**src/rtl/branch_ctrl_if.sv**
```systemverilog
// Pipeline-facing signal bundle for the branch controller: ID prediction,
// EX resolution, redirect/flush controls and branch statistics.
interface branch_ctrl_if;
   logic        stall;
   logic        id_valid;
   logic        id_is_branch;
   logic [31:0] id_pc;
   logic        id_pred_taken;
   logic        ex_valid;
   logic        ex_is_branch;
   logic        ex_is_jump;
   logic        ex_bra_taken;
   logic        ex_pred_taken;
   logic [31:0] ex_pc;
   logic [31:0] ex_target;
   logic [31:0] ex_pc_plus4;
   logic        redirect_valid;
   logic [31:0] redirect_pc;
   logic        flush_if_id;
   logic        flush_id_ex;
   logic [31:0] branch_cnt;
   logic [31:0] mispredict_cnt;

   modport master (
      output stall, id_valid, id_is_branch, id_pc,
             ex_valid, ex_is_branch, ex_is_jump, ex_bra_taken, ex_pred_taken,
             ex_pc, ex_target, ex_pc_plus4,
      input  id_pred_taken, redirect_valid, redirect_pc, flush_if_id, flush_id_ex,
             branch_cnt, mispredict_cnt
   );

   modport slave (
      input  stall, id_valid, id_is_branch, id_pc,
             ex_valid, ex_is_branch, ex_is_jump, ex_bra_taken, ex_pred_taken,
             ex_pc, ex_target, ex_pc_plus4,
      output id_pred_taken, redirect_valid, redirect_pc, flush_if_id, flush_id_ex,
             branch_cnt, mispredict_cnt
   );
endinterface

```
**src/rtl/branch_ctrl.sv**
```systemverilog
// Branch sequencing controller: 2-bit-counter BHT prediction in ID, EX-stage
// resolution driving PC redirect and flushes, recovery window and statistics.
module branch_ctrl #(
   parameter int BHT_ENTRIES = 16,
   parameter int IDX_W       = $clog2(BHT_ENTRIES),
   parameter int IMEM_LAT    = 1
) (
   input  logic         clk,
   input  logic         rst_n,
   branch_ctrl_if.slave bus
);
   typedef enum logic [0:0] {IDLE = 1'b0, RECOVER = 1'b1} state_t;

   localparam logic [2:0] LAT_C     = 3'(IMEM_LAT);
   localparam bit         HAS_LAT_C = (IMEM_LAT > 0);

   state_t           state_r;
   logic [2:0]       rcnt_r;
   logic [1:0]       bht_r [BHT_ENTRIES];
   logic [31:0]      branch_cnt_r;
   logic [31:0]      mispredict_cnt_r;

   logic [IDX_W-1:0] id_idx_s;
   logic [IDX_W-1:0] ex_idx_s;
   logic             resolve_s;
   logic             br_resolve_s;
   logic             mispredict_s;
   logic             fire_s;
   logic             recover_s;
   logic             pred_s;
   logic [31:0]      redirect_pc_s;
   logic             unused_s;

   function automatic logic [1:0] sat_update(input logic [1:0] cnt, input logic taken);
      logic [1:0] nxt;
      nxt = cnt;
      case ({taken, cnt})
         3'b1_11: nxt = 2'b11;
         3'b0_00: nxt = 2'b00;
         default: nxt = taken ? (cnt + 2'b01) : (cnt - 2'b01);
      endcase
      return nxt;
   endfunction

   assign id_idx_s     = bus.id_pc[IDX_W+1:2];
   assign ex_idx_s     = bus.ex_pc[IDX_W+1:2];
   assign unused_s     = ^{bus.id_pc[31:IDX_W+2], bus.id_pc[1:0],
                           bus.ex_pc[31:IDX_W+2], bus.ex_pc[1:0]};

   assign resolve_s    = bus.ex_valid & ~bus.stall;
   assign br_resolve_s = resolve_s & bus.ex_is_branch;
   assign mispredict_s = br_resolve_s & (bus.ex_bra_taken != bus.ex_pred_taken);
   assign fire_s       = mispredict_s | (resolve_s & bus.ex_is_jump);
   assign recover_s    = (state_r == RECOVER);

   // Prediction reads the pre-update counter; suppressed while the pipe is being redirected.
   assign pred_s = bus.id_valid & bus.id_is_branch & bht_r[id_idx_s][1] & ~fire_s & ~recover_s;

   // Corrected fetch address on a fire, zero otherwise.
   always_comb begin
      redirect_pc_s = 32'h0000_0000;
      if (fire_s) begin
         if (bus.ex_is_jump | bus.ex_bra_taken) begin
            redirect_pc_s = bus.ex_target;
         end else begin
            redirect_pc_s = bus.ex_pc_plus4;
         end
      end else begin
         redirect_pc_s = 32'h0000_0000;
      end
   end

   assign bus.id_pred_taken  = pred_s;
   assign bus.redirect_valid = fire_s;
   assign bus.redirect_pc    = redirect_pc_s;
   assign bus.flush_id_ex    = fire_s;
   assign bus.flush_if_id    = fire_s | recover_s | pred_s;
   assign bus.branch_cnt     = branch_cnt_r;
   assign bus.mispredict_cnt = mispredict_cnt_r;

   // BHT counters train on every resolved conditional branch.
   always_ff @(posedge clk or negedge rst_n) begin
      if (!rst_n) begin
         for (int i = 0; i < BHT_ENTRIES; i++) begin
            bht_r[i] <= 2'b01;
         end
      end else if (br_resolve_s) begin
         bht_r[ex_idx_s] <= sat_update(bht_r[ex_idx_s], bus.ex_bra_taken);
      end
   end

   // Branch and mispredict statistics, free-running with wrap.
   always_ff @(posedge clk or negedge rst_n) begin
      if (!rst_n) begin
         branch_cnt_r     <= 32'h0000_0000;
         mispredict_cnt_r <= 32'h0000_0000;
      end else begin
         if (br_resolve_s) begin
            branch_cnt_r <= branch_cnt_r + 32'h0000_0001;
         end
         if (mispredict_s) begin
            mispredict_cnt_r <= mispredict_cnt_r + 32'h0000_0001;
         end
      end
   end

   // Recovery FSM: holds the window open for the instruction-memory latency.
   always_ff @(posedge clk or negedge rst_n) begin
      if (!rst_n) begin
         state_r <= IDLE;
         rcnt_r  <= 3'd0;
      end else begin
         case (state_r)
            IDLE: begin
               if (fire_s && HAS_LAT_C) begin
                  state_r <= RECOVER;
                  rcnt_r  <= LAT_C;
               end
            end
            RECOVER: begin
               if (fire_s) begin
                  rcnt_r <= LAT_C;
               end else if (!bus.stall) begin
                  if (rcnt_r <= 3'd1) begin
                     state_r <= IDLE;
                     rcnt_r  <= 3'd0;
                  end else begin
                     rcnt_r <= rcnt_r - 3'd1;
                  end
               end
            end
            default: begin
               state_r <= IDLE;
               rcnt_r  <= 3'd0;
            end
         endcase
      end
   end
endmodule

```
**src/flat_wrapper.sv**
```systemverilog
// flat-port wrapper written by rule: the top's interface ports become plain ports
module branch_ctrl_flat 
#(
   parameter int BHT_ENTRIES = 16,
   parameter int IDX_W       = $clog2(BHT_ENTRIES),
   parameter int IMEM_LAT    = 1
)
  (clk, rst_n, bus_stall, bus_id_valid, bus_id_is_branch, bus_id_pc, bus_ex_valid, bus_ex_is_branch, bus_ex_is_jump, bus_ex_bra_taken, bus_ex_pred_taken, bus_ex_pc, bus_ex_target, bus_ex_pc_plus4, bus_id_pred_taken, bus_redirect_valid, bus_redirect_pc, bus_flush_if_id, bus_flush_id_ex, bus_branch_cnt, bus_mispredict_cnt);
  branch_ctrl_if bus_i ();
  input  logic clk;
  input  logic rst_n;
  input wire logic [$bits(bus_i.stall)-1:0] bus_stall;
  input wire logic [$bits(bus_i.id_valid)-1:0] bus_id_valid;
  input wire logic [$bits(bus_i.id_is_branch)-1:0] bus_id_is_branch;
  input wire logic [$bits(bus_i.id_pc)-1:0] bus_id_pc;
  input wire logic [$bits(bus_i.ex_valid)-1:0] bus_ex_valid;
  input wire logic [$bits(bus_i.ex_is_branch)-1:0] bus_ex_is_branch;
  input wire logic [$bits(bus_i.ex_is_jump)-1:0] bus_ex_is_jump;
  input wire logic [$bits(bus_i.ex_bra_taken)-1:0] bus_ex_bra_taken;
  input wire logic [$bits(bus_i.ex_pred_taken)-1:0] bus_ex_pred_taken;
  input wire logic [$bits(bus_i.ex_pc)-1:0] bus_ex_pc;
  input wire logic [$bits(bus_i.ex_target)-1:0] bus_ex_target;
  input wire logic [$bits(bus_i.ex_pc_plus4)-1:0] bus_ex_pc_plus4;
  output wire logic [$bits(bus_i.id_pred_taken)-1:0] bus_id_pred_taken;
  output wire logic [$bits(bus_i.redirect_valid)-1:0] bus_redirect_valid;
  output wire logic [$bits(bus_i.redirect_pc)-1:0] bus_redirect_pc;
  output wire logic [$bits(bus_i.flush_if_id)-1:0] bus_flush_if_id;
  output wire logic [$bits(bus_i.flush_id_ex)-1:0] bus_flush_id_ex;
  output wire logic [$bits(bus_i.branch_cnt)-1:0] bus_branch_cnt;
  output wire logic [$bits(bus_i.mispredict_cnt)-1:0] bus_mispredict_cnt;
  assign bus_i.stall = bus_stall;
  assign bus_i.id_valid = bus_id_valid;
  assign bus_i.id_is_branch = bus_id_is_branch;
  assign bus_i.id_pc = bus_id_pc;
  assign bus_i.ex_valid = bus_ex_valid;
  assign bus_i.ex_is_branch = bus_ex_is_branch;
  assign bus_i.ex_is_jump = bus_ex_is_jump;
  assign bus_i.ex_bra_taken = bus_ex_bra_taken;
  assign bus_i.ex_pred_taken = bus_ex_pred_taken;
  assign bus_i.ex_pc = bus_ex_pc;
  assign bus_i.ex_target = bus_ex_target;
  assign bus_i.ex_pc_plus4 = bus_ex_pc_plus4;
  assign bus_id_pred_taken = bus_i.id_pred_taken;
  assign bus_redirect_valid = bus_i.redirect_valid;
  assign bus_redirect_pc = bus_i.redirect_pc;
  assign bus_flush_if_id = bus_i.flush_if_id;
  assign bus_flush_id_ex = bus_i.flush_id_ex;
  assign bus_branch_cnt = bus_i.branch_cnt;
  assign bus_mispredict_cnt = bus_i.mispredict_cnt;
  branch_ctrl #(.BHT_ENTRIES(BHT_ENTRIES), .IDX_W(IDX_W), .IMEM_LAT(IMEM_LAT)) u_core (.clk(clk), .rst_n(rst_n), .bus(bus_i));
endmodule
```
**config.mk**
```make
export PLATFORM = sky130hd
export DESIGN_NAME = branch_ctrl_flat
export DESIGN_NICKNAME = d
export VERILOG_FILES = /design/src/rtl/branch_ctrl_if.sv /design/src/rtl/branch_ctrl.sv /design/src/flat_wrapper.sv
export SDC_FILE = /design/constraint.sdc
export NUM_CORES = 1
export LEC_CHECK = 0
export ABC_AREA = 1
export CORE_ASPECT_RATIO = 1.4
export CORE_MARGIN = 2
export CORE_UTILIZATION = 29
export CTS_CLUSTER_DIAMETER = 120
export DETAILED_ROUTE_END_ITERATION = 12
export PLACE_DENSITY = 0.58
export SYNTH_ARGS = -nofsm -noshare
export SYNTH_HDL_FRONTEND = slang
export SYNTH_SLANG_ARGS = --single-unit
```
**constraint.sdc**
```tcl
create_clock -name clk -period 4 [get_ports clk]
set_clock_uncertainty 0.15 [all_clocks]
set_input_delay 0.6 -clock clk [delete_from_list [all_inputs] [get_ports clk]]
set_output_delay 0.6 -clock clk [all_outputs]
set_load 0.01 [all_outputs]
```
# Yosys cells after proc, flatten, opt, wreduce, memory -nomap -nowiden
# Index checks and enable logic that the tools add are counted.
dict set report totals {
  regBits 100
  word_cells 77
}
dict set report classes {
  addsub 5
  magnitude_cmp 4
  n_eq_ne 4
  muxes 24
  n_bitwise 17
  n_reduce_logical 3
}
# cell n
set op_table {}
lappend op_table {{adder 32 x 1 -> 32 bit (second input constant)} 2}
lappend op_table {{2-to-1 mux 32 bit} 2}
lappend op_table {{bitwise mux 32 bit} 1}
lappend op_table {{binary-select mux 2 bit (select 4 bit)} 2}
lappend op_table {{2-to-1 mux 2 bit} 7}
lappend op_table {{2-to-1 mux 3 bit} 4}
lappend op_table {{greater-or-equal comparator 5 bit (second input constant)} 2}
lappend op_table {{NOT 4 -> 5 bit} 2}
lappend op_table {{AND 1 bit} 8}
lappend op_table {{demux 2 bit (select 4 bit)} 1}
lappend op_table {{case mux 3 bit (2 select lines)} 1}
lappend op_table {{< comparator 5 x 1 -> 1 bit (second input constant)} 1}
lappend op_table {{2-to-1 mux 1 bit} 4}
lappend op_table {{OR 1 bit} 4}
lappend op_table {{case mux 2 bit (2 select lines)} 1}
lappend op_table {{equality test 3 bit (second input constant)} 1}
lappend op_table {{less-or-equal comparator 3 x 1 -> 1 bit (second input constant)} 1}
lappend op_table {{logical NOT 3 bit} 1}
lappend op_table {{inequality test 3 bit (second input constant)} 1}
lappend op_table {{NOT 1 bit} 3}
lappend op_table {{subtractor 3 x 1 -> 3 bit (second input constant)} 1}
lappend op_table {{adder 2 x 1 -> 2 bit (second input constant)} 1}
lappend op_table {{inequality test 2 x 1 -> 1 bit (second input constant)} 1}
lappend op_table {{case mux 1 bit (2 select lines)} 1}
lappend op_table {{4 further kinds} 4}

# Depth between registers and ports, before layout
# Gate-level depths: netlist (run 1).
dict set report logic_depth {
  ltp_word 9
  depth_mapped 11
  ltp_nobuf 10
}

# Worst setup path after synthesis (run 1)
# No wires, ideal clock.
dict set report synth_timing {
  path_kind {input-to-output}
  from {input bus_ex_bra_taken}
  to {output bus_redirect_pc[10]}
  t_arrival_ns 1.510
  required_ns 3.250
  path_slack_ns 1.740
  path_stages 7
  path_cell_list {buf_6 > xor2_4 > nand2_4 > nand2_4 > inv_4 > buf_6 > a21oi_2}
}
dict set report synth_via {
  elab_chain_cells 4
  word_cells_on_any_way 6
  cone_classes {eq/ne (1); mux (2); bitwise (3)}
}
# element line_no
set synth_lines {}
lappend synth_lines {{start: declaration} flat_wrapper.sv:19} ;# input wire logic [$bits(bus_i.ex_bra_taken)-1:0] bus_ex_bra_taken;
lappend synth_lines {{inequality test 1 bit} branch_ctrl.sv:52} ;# assign mispredict_s = br_resolve_s & (bus.ex_bra_taken != bus.ex_pred_taken);
lappend synth_lines {{AND 1 bit} branch_ctrl.sv:52}
lappend synth_lines {{OR 1 bit} branch_ctrl.sv:53} ;# assign fire_s = mispredict_s | (resolve_s & bus.ex_is_jump);
lappend synth_lines {{named net bus_flush_id_ex} flat_wrapper.sv:28} ;# output wire logic [$bits(bus_i.flush_id_ex)-1:0] bus_flush_id_ex;
lappend synth_lines {{2-to-1 mux 32 bit} branch_ctrl.sv:62} ;# if (fire_s) begin
lappend synth_lines {{end: declaration} flat_wrapper.sv:26} ;# output wire logic [$bits(bus_i.redirect_pc)-1:0] bus_redirect_pc;
# The timed path passes the listed nets, and every way through them passes these cells.

# Worst setup path after layout (run 1)
dict set report layout_timing {
  from {input bus_id_pc[2]}
  to {output bus_id_pred_taken}
}
dict set report layout_via {
  elab_chain_cells 7
}
# element line_no
set layout_lines {}
lappend layout_lines {{start: declaration} flat_wrapper.sv:15} ;# input wire logic [$bits(bus_i.id_pc)-1:0] bus_id_pc;
lappend layout_lines {{NOT 4 -> 5 bit (implied by the code)} branch_ctrl.sv:57} ;# assign pred_s = bus.id_valid & bus.id_is_branch & bht_r[id_idx_s][1] & ~fire_s & ~recover_s;
lappend layout_lines {{binary-select mux 2 bit (select 4 bit)} branch_ctrl.sv:57}
lappend layout_lines {{2-to-1 mux 2 bit (implied by the code) (2 in series)} branch_ctrl.sv:57}
lappend layout_lines {{AND 1 bit (3 in series)} branch_ctrl.sv:57}
lappend layout_lines {{end: declaration} flat_wrapper.sv:24} ;# output wire logic [$bits(bus_i.id_pred_taken)-1:0] bus_id_pred_taken;
# No other way between the ends. The select of a mux whose other input is x is not followed.

==> insert_results.sql, run 1 <==
INSERT INTO impl_metrics (metric_group, metric, value, unit) VALUES
('timing', 'worst-slew-pin-transition', '1.01', 'ns'),
('place', 'gpl.final_weighted_congestion', '0.873', ''),
('critical_path', 'r2r-start', 'u_core.bht_r[0]', ''),
('finish', 'postLayoutCoreUtil', '0.403', ''),
('cts', 'tritoncts', 'yes', ''),
('timing', 'f_max', '0.290', 'GHz'),
('finish', 'fillers', '2421', ''),
('timing', 'final_setup_slack_of_the_worst_path', '0.549', 'ns'),
('global_route', 'globalRoute.totalOverflow', '0', ''),
('run_status', 'outcome', 'finished, final reports clean', ''),
('critical_path', 'crit_required', '3.25', 'ns'),
('finish', 'area_occupied_by_multi_input_gates', '0.00371', 'sq mm'),
('timing', 'relSlewSlack', '0.327', ''),
('critical_path', 'critical_path.endpoint_type', 'output pin', ''),
('timing', 'post-route-period-util', '0.863', ''),
('synthesis', 'seq_cells_post_synth', '100', ''),
('critical_path', 'crit_slowest_cell', 'clkdlybuf4s50_1', ''),
('cts', 'htree_num_levels', '3', ''),
('global_route', 'first_pass_grt_wire_length', '33100', 'um'),
('die', 'design.core.area', '0.0225', 'sq mm'),
('synthesis', 'synth.yosys.seq_area_share', '0.380', ''),
('cts', 'clock_insertion_delay_worst_skew', '0.35', 'ns'),
('timing', 'final_worst_path_period_need', '3.45', 'ns'),
('run', 'max_cap_violations', '0', ''),
('route', 'vias', '6508', ''),
('finish', 'layout.nets', '1254', ''),
('synthesis', 'synth-main-ff-cell', 'dfrtp_1', ''),
('finish', 'post_route_cells_drive_above_1_share', '0.111', ''),
('die', 'initial_utilization', '0.295', ''),
('route', 'detail_route.iter0.violations', '313', ''),
('cts', 'post_cts_repair_setup_buffers', '0', ''),
('cts', 'numCtsBuffers', '9', ''),
('synthesis', 'synthesis.area', '0.00664', 'sq mm'),
('timing', 'final.setup.tns', '0', 'ns'),
('route', 'finalWirelength', '19600', 'um'),
('critical_path', 'critical_path_arrival', '2.70', 'ns'),
('pwr', 'p_total', '0.00262', 'W'),
('timing', 'hold_viol', '0', ''),
('synthesis', 'yosys.cell_count.top_type', 'nand2_1', ''),
('timing', 'unrepaired_setup_endpoints_after_global_routing', 'false', ''),
('critical_path', 'cpPeakStageDelay', '0.68', 'ns'),
('place', 'portBuffers', '181', ''),
('global_route', 'grt_max_degree', '77', ''),
('die', 'die-height', '183', 'um'),
('finish', 'sequential_cell_area', '0.00252', 'sq mm'),
('global_route', 'grt_pass1_vias', '6568', ''),
('cts', 'cts_root_buffer', 'clkbuf_16', ''),
('synthesis', 'synthDistinctLibCells', '39', ''),
('synthesis', 'synth_top_cells_by_area', 'dfrtp_1 32%, nand2_1 21%, dfstp_2 6.3%', ''),
('critical_path', 'crit_family', 'buffers and inverters', ''),
('finish', 'area_growth_from_synthesis_to_layout', '36.6', '%'),
('place', 'preCtsSetupSlack', '0.535', 'ns'),
('timing', 'setup_viol', '0', ''),
('critical_path', 'path_max_fanout', '9', ''),
('critical_path', 'cp_cell_sequence', 'clkdlybuf4s50_1 -> inv_1 -> nand2_1 -> nand3_1 -> nand3_1 -> nand3b_1 -> nand2_1 -> nand2_1 -> inv_1 -> clkdlybuf4s50_1', ''),
('cts', 'cts.clk_slew.worst_paths', '0.07', 'ns'),
('route', 'drtPass1Iterations', '4', ''),
('route', 'route.antenna.remaining_nets', '0', ''),
('route', 'routed_wire_length_per_instance', '13.8', 'um'),
('pwr', 'pd_cells', '289', 'mW/mm^2'),
('timing', 'final-max-slew-violation-count', '0', ''),
('synthesis', 'postSynthAreaPerCell', '7.14', 'sq um'),
('hold_path', 'hold_path_class', 'primary input to asynchronous set/reset pin', ''),
('synthesis', 'syn_nets', '1073', ''),
('synthesis', 'synth_cells', '930', ''),
('die', 'rows', '65', ''),
('critical_path', 'nature_of_the_critical_path_startpoint', 'primary input', ''),
('cts', 'cts_hold_repair.buffers', '0', ''),
('die', 'die_x', '132', 'um'),
('critical_path', 'critPathMostFrequentCell', 'nand2_1', ''),
('die', 'die-area', '0.0241', 'sq mm');
[routing by layer]
layer,part of all wire,vias to the layer above,track usage
met2,0.52,208,0.313
met3,0.062,31,0.0359
met5,0,-,0
met4,0.027,0,0.0683
met1,0.40,2939,0.189
li1,-,3330,-
[layout make-up]
type | instances | area share
Timing Repair Buffer | 192 | 0.208
Sequential cell | 100 | 0.278
Clock inverter | 6 | 0.00703
Tap cell | 301 | 0.0415
Clock buffer | 10 | 0.0252
Multi-Input combinational cell | 734 | 0.409
Inverter | 74 | 0.0309
[registers in the layout, indices dropped and copies added (netlist names)]
name and flops:
u_core.recover_s 1, u_core.bus.branch_cnt 32, u_core.rcnt_r 3, u_core.bht_r 32, u_core.bus.mispredict_cnt 32
[worst paths after layout]
check / end / cells after the start / slack (ns)
worst max-delay path: bus_id_pred_taken / 10 / 0.55
worst min-delay path: u_core.bht_r[23] / 1 / 0.24
worst max register to register: u_core.bht_r[16] / 8 / 1.93
worst min register to register: u_core.bht_r[6] / 2 / 0.34
max in group asynchronous: u_core.bus.mispredict_cnt[26] / 2 / 2.63
min in group clk: u_core.bht_r[6] / 2 / 0.34
[metrics by stage]
stage / hold slack, ns / cell area (sq um) / instances
after floorplan: 0.154 / 6640 / 930
after global placement: 0.320 / 8780 / 1401
after detailed placement: 0.327 / 8780 / 1401
after CTS: 0.308 / 9070 / 1417
after global routing: 0.337 / 9070 / 1417
final: 0.236 / 9070 / 1417
[report_power, final]
part | leakage (nW) | switching, W | internal, W
clock network | 0.139 | 0.000400 | 0.000486
registers | 1.31 | 0.0000971 | 0.00110
logic | 2.18 | 0.000266 | 0.000270
[cells by family after synthesis]
group,after synthesis,share of synthesized area
flops,100,0.380
fa+ha+maj,5,0.0117
xor+xnor,33,0.0463
compound gates,122,0.114
simple gates,574,0.386
buf+inv,96,0.0620
[placed cells by master, fill, tap and decap left out, types with 16 or more instances in the layout]
| cell type | synthesis | layout |
|---|---|---|
| nand2_1 | 369 | 369 |
| clkdlybuf4s50_1 | 0 | 180 |
| nor2_1 | 97 | 96 |
| dfrtp_1 | 84 | 84 |
| inv_1 | 66 | 66 |
| o21ai_0 | 66 | 66 |
| a21oi_2 | 29 | 29 |
| nand3_1 | 28 | 28 |
| nand3b_1 | 20 | 20 |
| xnor2_1 | 17 | 17 |
| dfstp_2 | 16 | 16 |
Note: power is estimated with default switching activity, not from simulation.
==> run 2, diff against run 1 <==
- CORE_MARGIN: 2 -> unset
- PLACE_DENSITY: 0.58 -> unset
==> run 2 against run 1 <==
Net effect:
- setup slack gained 0.011 ns
- sequential power about the same
- design area up 0.51%
- via count grew 1.1%
- combinational power is essentially flat
- global-route usage up 0.43 points
- routed wire length fell by 0.55%
- maximum frequency grew 0.32%
- final cell count about the same
- register-to-register slack got worse by 0.02 ns
- worst hold slack got worse by 0.066 ns
- clock power is 8.1% higher
==> insert_results.sql, run 2 (same netlist as run 1, synthesis figures left out) <==
INSERT INTO impl_metrics (metric_group, metric, value, unit) VALUES
('global_route', 'grt_antenna_before_repair', '0', ''),
('cts', 'cts.clk_slew.worst_paths', '0.07', 'ns'),
('cts', 'htree_num_levels', '3', ''),
('critical_path', 'critical_path_arrival', '2.69', 'ns'),
('critical_path', 'crit_required', '3.25', 'ns'),
('route', 'finalWirelength', '19400', 'um'),
('hold_path', 'hold_path_class', 'primary input to asynchronous set/reset pin', ''),
('pwr', 'pd_cells', '295', 'mW/mm^2'),
('run_status', 'outcome', 'finished, final reports clean', ''),
('place', 'hpwlAfterDp', '15100', 'um'),
('route', 'detail_route.iter0.violations', '262', ''),
('finish', 'fillers', '2347', ''),
('cts', 'clock_insertion_delay_worst_skew', '0.36', 'ns'),
('die', 'die-area', '0.0235', 'sq mm'),
('pwr', 'ir_drop', '0.193', 'mV'),
('timing', 'hold_viol', '0', ''),
('cts', 'cts_hold_repair.buffers', '0', ''),
('die', 'design.core.area', '0.0225', 'sq mm'),
('place', 'preCtsSetupSlack', '0.523', 'ns'),
('timing', 'setup_viol', '0', ''),
('cts', 'tritoncts_num_sinks', '100', ''),
('die', 'initial_utilization', '0.295', ''),
('finish', 'post-route-cell-area', '0.00912', 'sq mm'),
('place', 'portBuffers', '181', ''),
('die', 'top_level_ports', '238', ''),
('place', 'post_dp_cell_area', '0.00880', 'sq mm'),
('route', 'vias', '6577', ''),
('critical_path', 'critical_path.endpoint_type', 'output pin', ''),
('critical_path', 'reg2reg_to', 'u_core.bht_r[7]', ''),
('timing', 'worst-slew-pin-transition', '0.762', 'ns'),
('cts', 'clock_tree.buffer_depth', '2', ''),
('cts', 'tritoncts', 'yes', ''),
('cts', 'numCtsBuffers', '9', ''),
('timing', 'final.setup.tns', '0', 'ns'),
('timing', 'unrepaired_setup_endpoints_after_global_routing', 'false', ''),
('finish', 'n_antenna_cell', '0', ''),
('route', 'vias_per_cell', '4.64', ''),
('global_route', 'first_pass_grt_wire_length', '31900', 'um'),
('cts', 'cts_root_buffer', 'clkbuf_16', ''),
('run', 'max_cap_violations', '0', ''),
('timing', 'relSlewSlack', '0.492', ''),
('route', 'route.antenna.remaining_nets', '0', ''),
('finish', 'layout.nets', '1255', ''),
('finish', 'post_route_cells_drive_above_1_share', '0.111', ''),
('critical_path', 'r2r-start', 'u_core.bht_r[17]', ''),
('critical_path', 'path_max_fanout', '32', ''),
('route', 'drtPass1Iterations', '5', ''),
('cts', 'post_cts_resized', '0', ''),
('die', 'die-height', '181', 'um'),
('global_route', 'globalRoute.totalOverflow', '0', ''),
('global_route', 'gr-usage-all-layers', '0.174', ''),
('timing', 'final_setup_slack_of_the_worst_path', '0.560', 'ns'),
('pwr', 'power.static_leakage', '3.65', 'nW'),
('global_route', 'grt_max_degree', '59', ''),
('route', 'routed_wire_length_per_instance', '13.7', 'um'),
('timing', 'f_max', '0.291', 'GHz'),
('route', 'drc_errors', '0', ''),
('critical_path', 'nature_of_the_critical_path_startpoint', 'primary input', ''),
('finish', 'final_cell_mix', '369 x nand2_1, 180 x clkdlybuf4s50_1, 96 x nor2_1', ''),
('die', 'die_x', '130', 'um'),
('timing', 'whs', '0.170', 'ns'),
('finish', 'instances_no_fill', '1418', ''),
('timing', 'post-route-period-util', '0.860', ''),
('critical_path', 'setup.worst_path.class', 'primary input to output pin', ''),
('critical_path', 'reg2reg_setup_slack', '1.91', 'ns'),
('place', 'gpl.final_weighted_congestion', '0.860', ''),
('cts', 'post_cts_repair_setup_buffers', '0', ''),
('die', 'rows', '65', ''),
('place', 'place_inst', '1402', ''),
('finish', 'layout.cells.most_common', 'nand2_1', ''),
('finish', 'area_growth_from_synthesis_to_layout', '37.3', '%'),
('timing', 'final_worst_path_period_need', '3.44', 'ns'),
('timing', 'final-max-slew-violation-count', '0', ''),
('global_route', 'grt_pass1_vias', '6554', ''),
('critical_path', 'worstRegToRegCells', '7', '');
==> run 2: cell types whose count changed in the layout (fill, tap and decap cells not counted) <==
cell        delta
buf_12         +1
bufinv_16      +1
clkbuf_1       +1
clkbuf_8       +1
clkinv_2       -1
clkinvlp_4     -1
inv_6          -1
==> run 2: how the worst max path moves through the flow <==
| stage | to | depth (start not counted) | startpoint |
|---|---|---|---|
| global placement | bus_redirect_pc[21] | 7 | bus_ex_bra_taken |
| detailed placement | bus_redirect_pc[15] | 7 | bus_ex_bra_taken |
| floorplan | bus_redirect_pc[10] | 7 | bus_ex_bra_taken |
| finish | bus_redirect_pc[21] | 7 | bus_ex_bra_taken |
| CTS | bus_redirect_pc[21] | 7 | bus_ex_bra_taken |
| global route | bus_redirect_pc[15] | 7 | bus_ex_bra_taken |
==> run 2: routing by layer <==
metal | GRT usage | share of wire | wire, um
met5 | 0 | 0 | 0
met2 | 0.333 | 0.53 | 10400
met1 | 0.181 | 0.39 | 7590
met3 | 0.0373 | 0.056 | 1080
met4 | 0.0614 | 0.019 | 374
==> run 2: cell type report <==
cell class | instances | area (sq um) | area share
sequential | 100 | 2520 | 0.277
inverter | 74 | 280 | 0.0307
clock inverter | 4 | 72.6 | 0.00796
timing repair buffer | 193 | 1910 | 0.210
multi-input combinational | 734 | 3710 | 0.407
clock buffer | 12 | 246 | 0.0270
tap | 301 | 377 | 0.0413
==> run 2: where the power goes <==
part,internal (W),switching (W),leakage [nW],total [W]
Clock,0.000565,0.000392,0.153,0.000958
Combinational,0.000273,0.000265,2.19,0.000538
Sequential,0.00110,0.0000950,1.31,0.00120
==> run 2: worst max-delay path, stage by stage <==
cell and delay [ns]:
clkdlybuf4s50_1 0.55, buf_4 0.25, nor2_2 0.10, buf_4 0.31, nand2_1 0.11, a21oi_2 0.18, clkdlybuf4s50_1 0.56
==> run 2: metrics by stage <==
stage / util / power (W)
6_report: 0.405 / 0.00269
5_1_grt: 0.405 / 0.00284
4_1_cts: 0.405 / 0.00274
3_5_place_dp: 0.391 / 0.00176
3_3_place_gp: 0.391 / 0.00175
2_1_floorplan: - / 0.00146
==> run 3, diff against run 2 <==
- PLACE_DENSITY: unset -> 0.58
==> run 3 against run 2 <==
Net effect:
- maximum frequency fell by 1.1%
- count of clock-buffer cells in the layout fell by 2
- utilization fell by 0.12 points
- largest power group unchanged
==> insert_results.sql, run 3 (same netlist as run 1, synthesis figures left out) <==
INSERT INTO impl_metrics (metric_group, metric, value, unit) VALUES
('die', 'rows', '65', ''),
('place', 'hpwlAfterDp', '14900', 'um'),
('critical_path', 'r2r-start', 'u_core.bht_r[24]', ''),
('die', 'initial_utilization', '0.295', ''),
('finish', 'layout.cells.most_common', 'nand2_1', ''),
('timing', 'worst-slew-pin-transition', '0.548', 'ns'),
('die', 'top_level_ports', '238', ''),
('critical_path', 'critical_path.endpoint_type', 'output pin', ''),
('timing', 'relSlewSlack', '0.633', ''),
('timing', 'final_setup_slack_of_the_worst_path', '0.523', 'ns'),
('global_route', 'grt_antenna_before_repair', '0', ''),
('place', 'portBuffers', '181', ''),
('timing', 'f_max', '0.288', 'GHz'),
('cts', 'cts_hold_repair.buffers', '0', ''),
('route', 'drtPass1Iterations', '4', ''),
('die', 'design.core.area', '0.0225', 'sq mm'),
('critical_path', 'nature_of_the_critical_path_startpoint', 'primary input', ''),
('route', 'routed_wire_length_per_instance', '13.7', 'um'),
('timing', 'post-route-period-util', '0.869', ''),
('cts', 'cts_root_buffer', 'clkbuf_16', ''),
('global_route', 'grt_pass1_vias', '6435', ''),
('route', 'drc_errors', '0', ''),
('critical_path', 'worstRegToRegCells', '7', ''),
('cts', 'post_cts_resized', '0', ''),
('finish', 'n_antenna_cell', '0', ''),
('route', 'vias', '6507', ''),
('cts', 'numCtsBuffers', '9', ''),
('pwr', 'ir_drop', '0.193', 'mV'),
('cts', 'clock_tree.buffer_depth', '2', ''),
('place', 'preCtsSetupSlack', '0.473', 'ns'),
('finish', 'area_growth_from_synthesis_to_layout', '36.9', '%'),
('finish', 'layout.nets', '1253', ''),
('place', 'gpl.final_weighted_congestion', '0.845', ''),
('die', 'die-area', '0.0235', 'sq mm'),
('cts', 'tritoncts', 'yes', ''),
('cts', 'cts.clk_slew.worst_paths', '0.07', 'ns'),
('route', 'detail_route.iter0.violations', '302', ''),
('route', 'finalWirelength', '19400', 'um'),
('cts', 'htree_num_levels', '3', ''),
('finish', 'final_cell_mix', '369 x nand2_1, 180 x clkdlybuf4s50_1, 96 x nor2_1', ''),
('cts', 'post_cts_repair_setup_buffers', '0', ''),
('critical_path', 'reg2reg_setup_slack', '1.91', 'ns'),
('critical_path', 'critical_path_arrival', '2.73', 'ns'),
('timing', 'hold_viol', '0', ''),
('cts', 'tritoncts_num_sinks', '100', ''),
('pwr', 'power.static_leakage', '3.64', 'nW'),
('route', 'routedLengthMet1', '7860', 'um'),
('route', 'met2_wirelength', '10200', 'um'),
('route', 'top_layer', 'met4', ''),
('global_route', 'first_pass_grt_wire_length', '32300', 'um'),
('finish', 'fillers', '2353', ''),
('run_status', 'outcome', 'finished, final reports clean', ''),
('pwr', 'pd_cells', '289', 'mW/mm^2'),
('finish', 'post_route_cells_drive_above_1_share', '0.110', ''),
('critical_path', 'crit_required', '3.25', 'ns'),
('die', 'die-height', '181', 'um'),
('hold_path', 'hold_path_class', 'primary input to asynchronous set/reset pin', ''),
('critical_path', 'path_max_fanout', '32', ''),
('global_route', 'globalRoute.totalOverflow', '0', ''),
('timing', 'final-max-slew-violation-count', '0', ''),
('timing', 'unrepaired_setup_endpoints_after_global_routing', 'false', ''),
('critical_path', 'setup.worst_path.class', 'primary input to output pin', ''),
('route', 'met3WireLength', '1010', 'um'),
('global_route', 'grt_max_degree', '101', ''),
('timing', 'setup_viol', '0', ''),
('run', 'max_cap_violations', '0', ''),
('cts', 'clock_insertion_delay_worst_skew', '0.36', 'ns'),
('die', 'die_x', '130', 'um'),
('timing', 'final_worst_path_period_need', '3.48', 'ns'),
('global_route', 'gr-usage-all-layers', '0.175', ''),
('critical_path', 'reg2reg_to', 'u_core.bht_r[27]', ''),
('timing', 'final.setup.tns', '0', 'ns'),
('route', 'route.antenna.remaining_nets', '0', ''),
('route', 'vias_per_cell', '4.60', '');
run 3: cell types whose count changed in the layout (fill, tap and decap cells not counted):
cell and change:
clkbuf_1 -1, buf_12 +1, bufinv_16 -1, clkinv_4 +2
clkbuf_8 -1, clkinv_2 +1, buf_4 -3
run 3: layout make-up:
| class | count | area [sq um] | area share |
|---|---|---|---|
| Clock buffer | 10 | 229 | 0.0252 |
| Clock inverter | 6 | 65.1 | 0.00715 |
| Inverter | 74 | 280 | 0.0308 |
| Multi-Input combinational cell | 734 | 3710 | 0.408 |
| Sequential cell | 100 | 2520 | 0.277 |
| Tap cell | 301 | 377 | 0.0414 |
| Timing Repair Buffer | 191 | 1910 | 0.210 |
run 3: metrics by stage:
stage                     utilization  area (sq um)  power (W)  hold WS, ns  instances
final                           0.404          9090    0.00262        0.161       1416
after global routing            0.404          9090    0.00278        0.202       1416
after CTS                       0.404          9090    0.00267        0.182       1416
after detailed placement        0.391          8800    0.00176        0.324       1400
after global placement          0.391          8800    0.00176        0.321       1400
after floorplan                     -          6640    0.00146        0.154        930
run 3: report_power, final:
group          internal [W]  switching [W]
clock              0.000486       0.000398
combinational      0.000273       0.000267
sequential          0.00110      0.0000960
run 3: worst max-delay path, cell delays in order:
cell and delay [ns]:
clkdlybuf4s50_1 0.54, buf_4 0.25, nor2_2 0.11, buf_4 0.31, nand2_1 0.12, a21oi_2 0.22, clkdlybuf4s50_1 0.57
run 3: worst max-delay path by stage:
stage / startpoint / endpoint / slack (ns) / cells past startpoint
final: bus_ex_bra_taken / bus_redirect_pc[11] / 0.52 / 7
after global routing: bus_ex_bra_taken / bus_redirect_pc[11] / 0.38 / 7
after CTS: bus_ex_bra_taken / bus_redirect_pc[11] / 0.47 / 7
after detailed placement: bus_ex_bra_taken / bus_redirect_pc[11] / 0.47 / 7
after global placement: bus_ex_bra_taken / bus_redirect_pc[11] / 0.47 / 7
after floorplan: bus_ex_bra_taken / bus_redirect_pc[10] / 1.74 / 7
run 3: per-layer routing:
| metal | track usage | vias up |
|---|---|---|
| li1 | - | 3314 |
| met1 | 0.194 | 2987 |
| met2 | 0.327 | 186 |
| met3 | 0.0379 | 20 |
| met4 | 0.0521 | 0 |
| met5 | 0 | - |
